==> config.mk <==
export PLATFORM = sky130hd
export DESIGN_NAME = eb2c
export DESIGN_NICKNAME = d
export VERILOG_FILES = /design/src/rtl/eb2c_pkg.sv /design/src/rtl/eb2c_cnt.sv /design/src/rtl/eb2c.sv
export SDC_FILE = /design/constraint.sdc
export NUM_CORES = 1
export LEC_CHECK = 0
export BUFFER_PORTS_ARGS = -buffer_cell sky130_fd_sc_hd__buf_4
export CAP_MARGIN = 20
export CORE_AREA = 2 2 39 41
export CTS_BUF_LIST = sky130_fd_sc_hd__clkbuf_4
export DETAILED_ROUTE_END_ITERATION = 16
export DIE_AREA = 0 0 41 43
export GPL_ROUTABILITY_DRIVEN = 0
export HOLD_SLACK_MARGIN = 0.15
export PLACE_DENSITY = 0.62
export SYNTH_ARGS = -nofsm -noshare
export SYNTH_HDL_FRONTEND = slang
export SYNTH_HIERARCHICAL = 1
export SYNTH_SLANG_ARGS = --single-unit
==> constraint.sdc <==
create_clock -name clk -period 5 [get_ports clk]
set_input_delay 0.5 -clock clk [delete_from_list [all_inputs] [get_ports clk]]
set_output_delay 0.5 -clock clk [all_outputs]
set_load 0.05 [all_outputs]
==> src/rtl/eb2c_pkg.sv <==
// Shared constants and helpers for the eb2c credit transmitter.
package eb2c_pkg;

    localparam int CREDITS_MAX = 255;

    function automatic int credit_w(input int n);
        return $clog2(n + 1);
    endfunction

endpackage

==> src/rtl/eb2c_cnt.sv <==
// Credit counter and ready generation for eb2c.
// EB2C_ERR_EN adds a sticky overflow flag on port err.
module eb2c_cnt
    import eb2c_pkg::*;
#(
    parameter int CREDITS = 2
)
(
    input  logic clk,
    input  logic reset,
    input  logic fire,
    input  logic credit,
    output logic ready
`ifdef EB2C_ERR_EN
    ,
    output logic err
`endif
);

    localparam int CW = credit_w(CREDITS);
    localparam logic [CW:0] LIMIT = (CW + 1)'(CREDITS);

    logic [CW-1:0] cnt;
    logic [CW:0]   sum;
    logic          over;

    // One spare bit so a return with nothing outstanding is visible
    assign sum  = {1'b0, cnt} - {{CW{1'b0}}, fire}
                + {{CW{1'b0}}, credit};
    assign over = sum > LIMIT;

    assign ready = cnt != '0;

    always_ff @(posedge clk or posedge reset) begin
        if (reset) begin
            cnt <= LIMIT[CW-1:0];
        end else if (over) begin
            cnt <= LIMIT[CW-1:0];
        end else begin
            cnt <= sum[CW-1:0];
        end
    end

`ifdef EB2C_ERR_EN
    always_ff @(posedge clk or posedge reset) begin
        if (reset) begin
            err <= 1'b0;
        end else if (over) begin
            err <= 1'b1;
        end
    end
`endif

endmodule

==> src/rtl/eb2c.sv <==
// Elastic-to-credit transmitter top level.
// EB2C_ERR_EN exposes the sticky credit-overflow flag err.
module eb2c
    import eb2c_pkg::*;
#(
    parameter int T_0_WIDTH = 8,
    parameter int I_0_WIDTH = 8,
    parameter int CREDITS   = 2
)
(
    input  logic                 clk,
    input  logic                 reset,
    input  logic [T_0_WIDTH-1:0] t_0_data,
    input  logic                 t_0_valid,
    output logic                 t_0_ready,
    output logic [I_0_WIDTH-1:0] i_0_data,
    output logic                 i_0_valid,
    input  logic                 i_0_credit
`ifdef EB2C_ERR_EN
    ,
    output logic                 err
`endif
);

    generate
        if (I_0_WIDTH != T_0_WIDTH) begin : g_bad_width
            $error("eb2c: I_0_WIDTH must equal T_0_WIDTH");
        end
        if (CREDITS < 1 || CREDITS > CREDITS_MAX) begin : g_bad_cred
            $error("eb2c: CREDITS out of range");
        end
    endgenerate

    logic fire;

    assign fire = t_0_valid & t_0_ready;

    always_ff @(posedge clk or posedge reset) begin
        if (reset) begin
            i_0_valid <= 1'b0;
            i_0_data  <= '0;
        end else begin
            i_0_valid <= fire;
            if (fire) begin
                i_0_data <= t_0_data;
            end
        end
    end

    eb2c_cnt #(
        .CREDITS (CREDITS)
    ) u_cnt (
        .clk    (clk),
        .reset  (reset),
        .fire   (fire),
        .credit (i_0_credit),
        .ready  (t_0_ready)
`ifdef EB2C_ERR_EN
        ,
        .err    (err)
`endif
    );

endmodule

## Word level (Yosys, flattened, before mapping)

Index checks and enable logic that the tools add are counted.

- Bits in registers: 11
- Bits in latches: 0
- Bits in writable memories: 0
- Bits in read-only memories: 0
- Input port bits: 12
- Output and inout port bits: 10
- Memories: 0

- Add/subtract/negate cells: 2
- Multiply operators: 0
- Divide/modulo/power cells: 0
- $lt $le $gt $ge: 1
- Eq/ne operators: 0
- Shifts and indexed selects: 0
- Mux-type cells: 1
- Bitwise operators: 1
- Reductions and logical operators: 1

Operator list:

| cell | number |
|---|---|
| adder 3 x 1 -> 3 bit | 1 |
| greater-than comparator 3 x 2 -> 1 bit, second input constant | 1 |
| subtractor 2 x 1 -> 3 bit | 1 |
| 2-to-1 mux 2 bit | 1 |
| nonzero test 2 bit | 1 |
| AND 1 bit | 1 |

## Longest topological paths before layout

Gate-level depths: netlist of run 1.

- Depth in word-level cells: 6
- Mapped depth: 10

## Cells and area by module

Netlist of run 1, hierarchy kept.

By module, submodules not included:

| module | times used | cells each | area each (um2) |
|---|---|---|---|
| eb2c | 1 | 20 | 364.1 |
| eb2c_cnt | 1 | 14 | 142.6 |

## Worst setup path after synthesis of run 1

No wires, ideal clock.

- Kind: reg-to-reg
- Start point: reg u_cnt.cnt[1]
- End point: reg u_cnt.cnt[0]
- Arrival: 2.313 ns
- Required time: 4.880 ns
- Slack: 2.567 ns
- Cell stages (with the launch flop): 11
- Buffers on the path: 0
- Cell sequence: dfstp_2 > inv_1 > nand2_1 > nand2_4 > inv_1 > ha_1 > inv_1 > ha_1 > fa_1 > xor2_1 > and3b_1

- Word-level cells in the longest chain between the ends: 6

Ends and longest elaborated chain:

| element | line | text |
|---|---|---|
| from (decl) | eb2c_cnt.sv:23 | `logic [CW-1:0] cnt;` |
| from (signal assigned) | eb2c_cnt.sv:36 | `cnt <= LIMIT[CW-1:0];` |
| from (signal assigned) | eb2c_cnt.sv:38 | `cnt <= LIMIT[CW-1:0];` |
| from (signal assigned) | eb2c_cnt.sv:40 | `cnt <= sum[CW-1:0];` |
| nonzero test 2 bit * | eb2c_cnt.sv:32 | `assign ready = cnt != '0;` |
| named net t_0_ready | eb2c.sv:15 | `output logic t_0_ready,` |
| AND 1 bit * | eb2c.sv:36 | `assign fire = t_0_valid & t_0_ready;` |
| named net fire | eb2c.sv:34 | `logic fire;` |
| subtractor 2 x 1 -> 3 bit * | eb2c_cnt.sv:28 | `assign sum = {1'b0, cnt} - {{CW{1'b0}}, fire}` |
| adder 3 x 1 -> 3 bit * | eb2c_cnt.sv:29 | `+ {{CW{1'b0}}, credit};` |
| greater-than comparator 3 x 2 -> 1 bit | eb2c_cnt.sv:30 | `assign over = sum > LIMIT;` |
| 2-to-1 mux 2 bit * | eb2c_cnt.sv:37 | `end else if (over) begin` |

The timed path passes the listed nets; every way through them passes the cells marked *.
A chain may end at the register's enable or synchronous reset.

## Final worst setup path of run 1

- Start point: reg u_cnt.cnt[1]
- End point: reg u_cnt.cnt[0]

- Word-level cells in the longest chain between the ends: 6

Ends and longest elaborated chain:

| element | line |
|---|---|
| nonzero test 2 bit * | eb2c_cnt.sv:32 |
| AND 1 bit * | eb2c.sv:36 |
| named net fire | eb2c.sv:34 |
| subtractor 2 x 1 -> 3 bit * | eb2c_cnt.sv:28 |
| adder 3 x 1 -> 3 bit * | eb2c_cnt.sv:29 |
| greater-than comparator 3 x 2 -> 1 bit | eb2c_cnt.sv:30 |
| 2-to-1 mux 2 bit * | eb2c_cnt.sv:37 |

Marked as above.

==> impl_summary.log, run 1 <==
[metrics] worst-case hold path end point: i_0_data[7]
[metrics] vias: 329
[metrics] TritonCTS clock tree: built
[metrics] placement-stage cell area: 684 um2
[metrics] area growth from synthesis to layout: 43.0%
[metrics] Hold Path Stages: 2
[metrics] total number of yosys warnings: 6
[metrics] TritonCTS Buffers: 3
[metrics] Worst EP required: 5150 ps
[metrics] ratio of routed vias to standard cells: around 4.3
[metrics] layout filler cell count: 124
[metrics] ANT cells: 0
[metrics] overall die width: between 40 and 50 um
[metrics] number of register bits inferred by synthesis: 11
[metrics] power per standard cell area: 635 mW/mm2
[metrics] area used by multi-input combinational logic: 204 um2
[metrics] Worst Min Path Start: t_0_data[7]
[metrics] instance count after placement with tap cells included: 71
[metrics] launching element type of the critical path: register
[metrics] standard-cell rows: 14
[metrics] IO Count: 22
[metrics] total setup violations reported at the end of the flow: 0
[metrics] unrepaired setup endpoints after global routing: false
[metrics] most frequent cell on the critical path: inv_1
[metrics] total of max-cap violations: 0
[metrics] xor/xnor share of the synthesized area: 1.73%
[metrics] area of all placed cells without fillers: 724 um2
[metrics] drt total wl: 876 um
[metrics] clock tree root buffer cell: clkbuf_4
[metrics] clock period minus worst slack: 2140 ps
[metrics] Hold Path Class: primary input to register
[metrics] number of buffer and inverter stages on the critical path: 3
[metrics] global-route wire length before repair: around 1300 um
[metrics] overall power: 0.460 mW
[metrics] proportion of register bits with asynchronous set or reset after synthesis: 100%
[metrics] Critical Setup Path Class: register to register
[metrics] IR Drop Worst-Case VDD: 0.245 mV
[metrics] Final Max Slew Viols: 0
[metrics] starting utilization of the core area: 36.6%
[metrics] detailed router's first-iteration violation count: 1
[metrics] share of cells above drive strength 1: 58.3%
[metrics] maximum fanout count along the critical path: 9
[metrics] launch point of the worst reg-to-reg path: u_cnt/cnt[1]
[metrics] run status: complete, no violations
[metrics] logic depth of the worst register-to-register path: 10
[metrics] Setup TNS Final: 0 ps
[metrics] hold violation count in the final report: 0
[metrics] count of nets after finishing: 76
[metrics] worst-path cell with the longest stage delay: dfstp_2
[metrics] GRT overflow: 0
[metrics] number of synthesized flops with an enable pin: 0
[metrics] top cells by area, synth: dfrtp_1 (49%), mux2_4 (24%), dfstp_2 (5.2%)
[metrics] kind of capture point of the worst setup path: register
[metrics] number of distinct standard cells referenced by the synthesized netlist: 11
[metrics] mapped cell area: 507 um2
[metrics] number of global-route vias before repair: roughly 330
[metrics] post-synthesis sequential area ratio: 54.6%
[metrics] number of search-and-repair iterations in the first detailed-routing pass: 2
[metrics] basic-gate share of the synthesized area counting and, or, nand and nor cells: 5.93%
[metrics] HPWL Detailed: 686 um
[metrics] number of setup buffers added after CTS: 0
[metrics] maximum clock rate: between 400 and 500 MHz
[metrics] initial antenna violation count: 0
[metrics] gr usage total: 11.7%
[metrics] post-synthesis cell type with the largest combined area: dfrtp_1
[metrics] maximum root-to-sink buffer count: 2
[metrics] post-synthesis net count: 49
[metrics] largest clock skew in the final design: 6.55 ps
[metrics] kind of cell adding the most delay to the critical path: adder cells
[metrics] crit-path max cell delay: 380 ps
[metrics] Clk pin slew, worst setup/hold paths: approximately 70 ps
[metrics] latest clock arrival within the worst-skew pair: 260 ps
[metrics] main combinational cell family by area after synthesis: multiplexers
[metrics] Floorplan Core Area: 0.00138 mm2
[metrics] terminus of the critical flop-to-flop path: u_cnt/cnt[0]
[metrics] Port Buffers: 21
[metrics] Sinks on Clock Net: 11
[metrics] die span in y: 43 um
[metrics] count of H-tree levels built during CTS: 1
[metrics] Avg Cell Area, Syn: 14.9 um2
[metrics] Post-Synthesis Cells: 34
[metrics] complex-gate fraction of the synthesized area: 0%
[metrics] fin util: 52.4%
[metrics] average wire per standard cell: 11.5 um
[metrics] # DRC: 0
[metrics] Post-Synth Adder-Cell Area: 8.89%
[metrics] leakage power of the design: 0.403 nW
[metrics] antenna-violating nets left: 0
[metrics] fin crit share: 42.9%
[metrics] cells traversed along the worst timing path: inv_1 > nand2_1 > nand2_4 > inv_1 > ha_1 > inv_1 > ha_1 > fa_1 > xor2_1 > and3b_1
[metrics] flip-flop cell with the highest count after synthesis: dfrtp_1
[metrics] largest net degree at the start of global routing: 10
[metrics] pin slew with the least headroom to its limit: 343 ps
[metrics] data arrival time of the worst path: approximately 2300 ps
[metrics] cell with the most instances after synthesis: dfrtp_1
[metrics] Slew Limit Headroom: between 70% and 80%
[metrics] Storage cell area: about 280 um2
[metrics] floorplan die area: 0.00176 mm2
[metrics] fraction of synthesized cell area taken by the top area cell type: 49.4%
[metrics] synth cell count leaders: dfrtp_1 (10), mux2_4 (8), inv_1 (7)
[metrics] final std cells w/o fill: 76
[metrics] share of cell area taken by muxes after synthesis: 23.7%
[metrics] register-to-register setup slack: around 2900 ps
[power by group]
part / switching, mW / total (mW) / leakage [nW] / internal, mW
clock network: 0.0270 / 0.0632 / 0.0184 / 0.0362
registers: 0.0166 / 0.140 / 0.130 / 0.123
logic: 0.157 / 0.257 / 0.254 / 0.100
[state kept, by name (all words and copies together), names as in the netlist]
signal     count
i_0_valid      1
i_0_data       8
u_cnt/cnt      2
[worst max path at each step]
stage / from / end / slack [ps] / depth (start not counted)
finish: u_cnt/cnt[1] / u_cnt/cnt[0] / 2860 / 10
global route: u_cnt/cnt[1] / u_cnt/cnt[0] / 2760 / 10
CTS: u_cnt/cnt[1] / u_cnt/cnt[0] / 2850 / 10
detailed placement: t_0_valid / u_cnt/cnt[0] / 2810 / 9
global placement: t_0_valid / u_cnt/cnt[0] / 2820 / 9
floorplan: u_cnt/cnt[1] / u_cnt/cnt[0] / 2570 / 10
[cell usage in the layout (no fill, tap or decap)]
cell type	Yosys	layout
buf_4	0	21
dfrtp_1	10	10
mux2_4	8	8
inv_1	7	7
clkbuf_4	0	4
ha_1	2	2
nand2_4	1	1
dlygate4sd3_1	0	1
xor2_1	1	1
and3b_1	1	1
nand2_1	1	1
nand2b_1	1	1
fa_1	1	1
dfstp_2	1	1
[through the flow]
stage                     setup WS (ps)  hold slack [ps]
after floorplan                    2570              240
after global placement             2820              364
after detailed placement           2810              376
after CTS                          2850              462
after global routing               2760              466
final                              2860              466
[cells by family (layout without fill, tap and decap cells)]
logic type / after synthesis / in the layout
buf+inv: 7 / 33
mux: 8 / 8
xor+xnor: 1 / 1
fa+ha+maj: 3 / 3
flops: 11 / 11
simple gates: 4 / 4
[routing by layer]
metal | GRT usage (%) | wire (um)
met1 | 16.4 | 393
met2 | 15.0 | 397
met3 | 3.14 | 75
met4 | 8.00 | 10
met5 | 0 | 0
[timing repair]
action	in CTS	in global routing
endpoints found under the hold margin	1	0
hold buffers	1	0
gates resized for setup	0	0
[cell type report]
class	count	area share (%)
repair buffers	22	23.1
flip-flops and latches	11	38.2
inverters	7	3.63
well taps	16	2.76
clock buffers	4	4.15
multi-input cells	16	28.2
Note: power is estimated with default switching activity, not from simulation.
==> run 2, diff against run 1 <==
Clock period 5 ns to 2.1 ns, I/O delays scaled along.
==> run 2 against run 1 <==
Critical path depth is 1 lower. Final cell count is 1.3% higher. Combinational power grew to 2.5 times the previous value. Via count is 2.1% higher. Clock-buffer cell count stayed put. Largest cell class unchanged.
==> impl_summary.log, run 2 (same netlist as run 1, synthesis figures left out) <==
[metrics] Floorplan Core Area: 0.00138 mm2 (unchanged)
[metrics] final std cells w/o fill: 77 (+1.3%)
[metrics] starting utilization of the core area: 36.6% (unchanged)
[metrics] count of H-tree levels built during CTS: 1 (unchanged)
[metrics] count of nets after finishing: 77 (+1.3%)
[metrics] TritonCTS Buffers: 3 (unchanged)
[metrics] TritonCTS clock tree: built
[metrics] antenna-violating nets left: 0 (unchanged)
[metrics] leading cell type in the layout, fill and taps excluded: buf_4
[metrics] average wire per standard cell: 12.4 um (+7.7%)
[metrics] run status: complete, no violations
[metrics] power per standard cell area: 1510 mW/mm2 (+140%)
[metrics] GRT overflow: 0 (unchanged)
[metrics] number of search-and-repair iterations in the first detailed-routing pass: 1 (-1)
[metrics] leakage power of the design: 0.407 nW (+1.1%)
[metrics] number of global-route vias before repair: 317 (-3.4%)
[metrics] initial antenna violation count: 0 (unchanged)
[metrics] detailed router's first-iteration violation count: 0 (-1)
[metrics] drt total wl: 956 um (+9.1%)
[metrics] Port Buffers: 21 (unchanged)
[metrics] data arrival time of the worst path: 2130 ps (-160 ps)
[metrics] instance count after placement with tap cells included: 72 (+1.4%)
[metrics] standard-cell rows: 14 (unchanged)
[metrics] most used cells in the layout excluding fill and tap cells: buf_4 (22), dfrtp_1 (10), mux2_4 (8)
[metrics] hold violation count in the final report: 0 (unchanged)
[metrics] IO Count: 22 (unchanged)
[metrics] Slew Limit Headroom: 77.3% (+0.16 points)
[metrics] cells traversed along the worst timing path: inv_2 > nand2_4 > nand2_8 > inv_1 > ha_1 > inv_1 > ha_1 > fa_2 > and3b_1
[metrics] max reg flops: 8 (unchanged)
[metrics] unrepaired setup endpoints after global routing: false
[metrics] maximum clock rate: 504 MHz (+8.1%)
[metrics] ANT cells: 0 (unchanged)
[metrics] worst-path cell with the longest stage delay: dfstp_2
[metrics] total setup violations reported at the end of the flow: 0 (unchanged)
[metrics] Hold Path Class: primary input to register
[metrics] # DRC: 0 (unchanged)
[metrics] Final Max Slew Viols: 0 (unchanged)
[metrics] launching element type of the critical path: register
[metrics] kind of cell adding the most delay to the critical path: adder cells
[metrics] Final WS setup: 117 ps (-2740 ps)
[metrics] kind of capture point of the worst setup path: register
[metrics] number of setup buffers added after CTS: 0 (unchanged)
[metrics] clock period minus worst slack: 1980 ps (-161 ps)
[metrics] largest clock skew in the final design: 3.56 ps (-2.98 ps)
[metrics] latest clock arrival within the worst-skew pair: 260 ps (about the same)
[metrics] Clk pin slew, worst setup/hold paths: 70 ps (about the same)
[metrics] top flop regs: i_0_data (8), u_cnt/cnt (2), i_0_valid (1)
[metrics] HPWL Detailed: 750 um (+9.5%)
[metrics] Hold WS: 174 ps (-292 ps)
[metrics] clock tree root buffer cell: clkbuf_4
[metrics] fin crit share: 94.4% (+52 points)
[metrics] global-route wire length before repair: 1410 um (+5.1%)
[metrics] gr usage total: 13.8% (+2.1 points)
[metrics] maximum fanout count along the critical path: 2 (-7)
[metrics] IR Drop Worst-Case VDD: 0.802 mV (+230%)
[metrics] worst slack after detailed placement: 73.9 ps (-2730 ps)
[metrics] fin util: 54.2% (+1.9 points)
[metrics] Critical Setup Path Class: register to register
[metrics] share of cells above drive strength 1: 63.9% (+5.6 points)
[metrics] register ranked first by flip-flop count: i_0_data
[metrics] ratio of routed vias to standard cells: 4.36 (+0.80%)
[metrics] vias: 336 (+2.1%)
[metrics] crit-path max cell delay: 550 ps (+170 ps)
[metrics] pin slew with the least headroom to its limit: 341 ps (-2.33 ps)
[metrics] total of max-cap violations: 0 (unchanged)
[metrics] maximum root-to-sink buffer count: 2 (unchanged)
[metrics] Worst EP required: 2250 ps (-2900 ps)
[metrics] Sinks on Clock Net: 11 (unchanged)
[metrics] Setup TNS Final: 0 ps (unchanged)
[metrics] area growth from synthesis to layout: 48.1%
[metrics] die span in y: 43 um (unchanged)
[metrics] largest net degree at the start of global routing: 10 (unchanged)
[metrics] floorplan die area: 0.00176 mm2 (unchanged)
[metrics] overall die width: 41 um (unchanged)
[metrics] number of buffer and inverter stages on the critical path: 3 (unchanged)
==> run 2: changes by cell type in the layout (fill, tap and decap cells not counted), sizes merged <==
cell  previous run  this run
buf             21        22
==> run 2: cell type report <==
cell class	instances	area [um2]
well taps	16	20.0
flip-flops and latches	11	277
repair buffers	23	175
clock buffers	4	30.0
fillers	123	633
multi-input cells	16	223
inverters	7	26.3
==> run 2: routing by layer <==
layer  vias up  part of all wire (%)  global-route usage (%)
met3         2                   5.9                    6.28
li1        161                     -                       -
met5         -                     0                       0
met4         0                   1.2                    12.0
met2        13                    53                    21.6
met1       160                    39                    12.2
==> run 2: final timing paths <==
kind	cells past startpoint	start	slack [ps]	to
hold / removal	2	t_0_data[7]	170	i_0_data[7]
setup reg to reg	9	u_cnt/cnt[1]	120	u_cnt/cnt[0]
setup / recovery	9	u_cnt/cnt[1]	120	u_cnt/cnt[0]
max in group asynchronous	3	reset	1370	i_0_data[0]
hold reg to reg	1	i_0_data[4]	510	i_0_data[4]
min in group asynchronous	3	reset	380	u_cnt/cnt[0]
==> run 2: repair_timing <==
action,CTS,global route
gates resized for setup,0,1
hold buffers,1,0
setup endpoints to repair,0,1
endpoints found under the hold margin,11,0
==> run 2: through the flow <==
stage / cell area (um2) / power (mW)
6_report: 751 / 1.13
5_1_grt: 751 / 1.20
4_1_cts: 748 / 1.15
3_5_place_dp: 708 / 0.987
3_3_place_gp: 708 / 0.977
2_1_floorplan: 523 / 0.810
==> run 2: power breakdown <==
group	switching, mW	internal (mW)
Combinational	0.392	0.258
Clock	0.0661	0.0863
Sequential	0.0392	0.293
Total	0.497	0.637
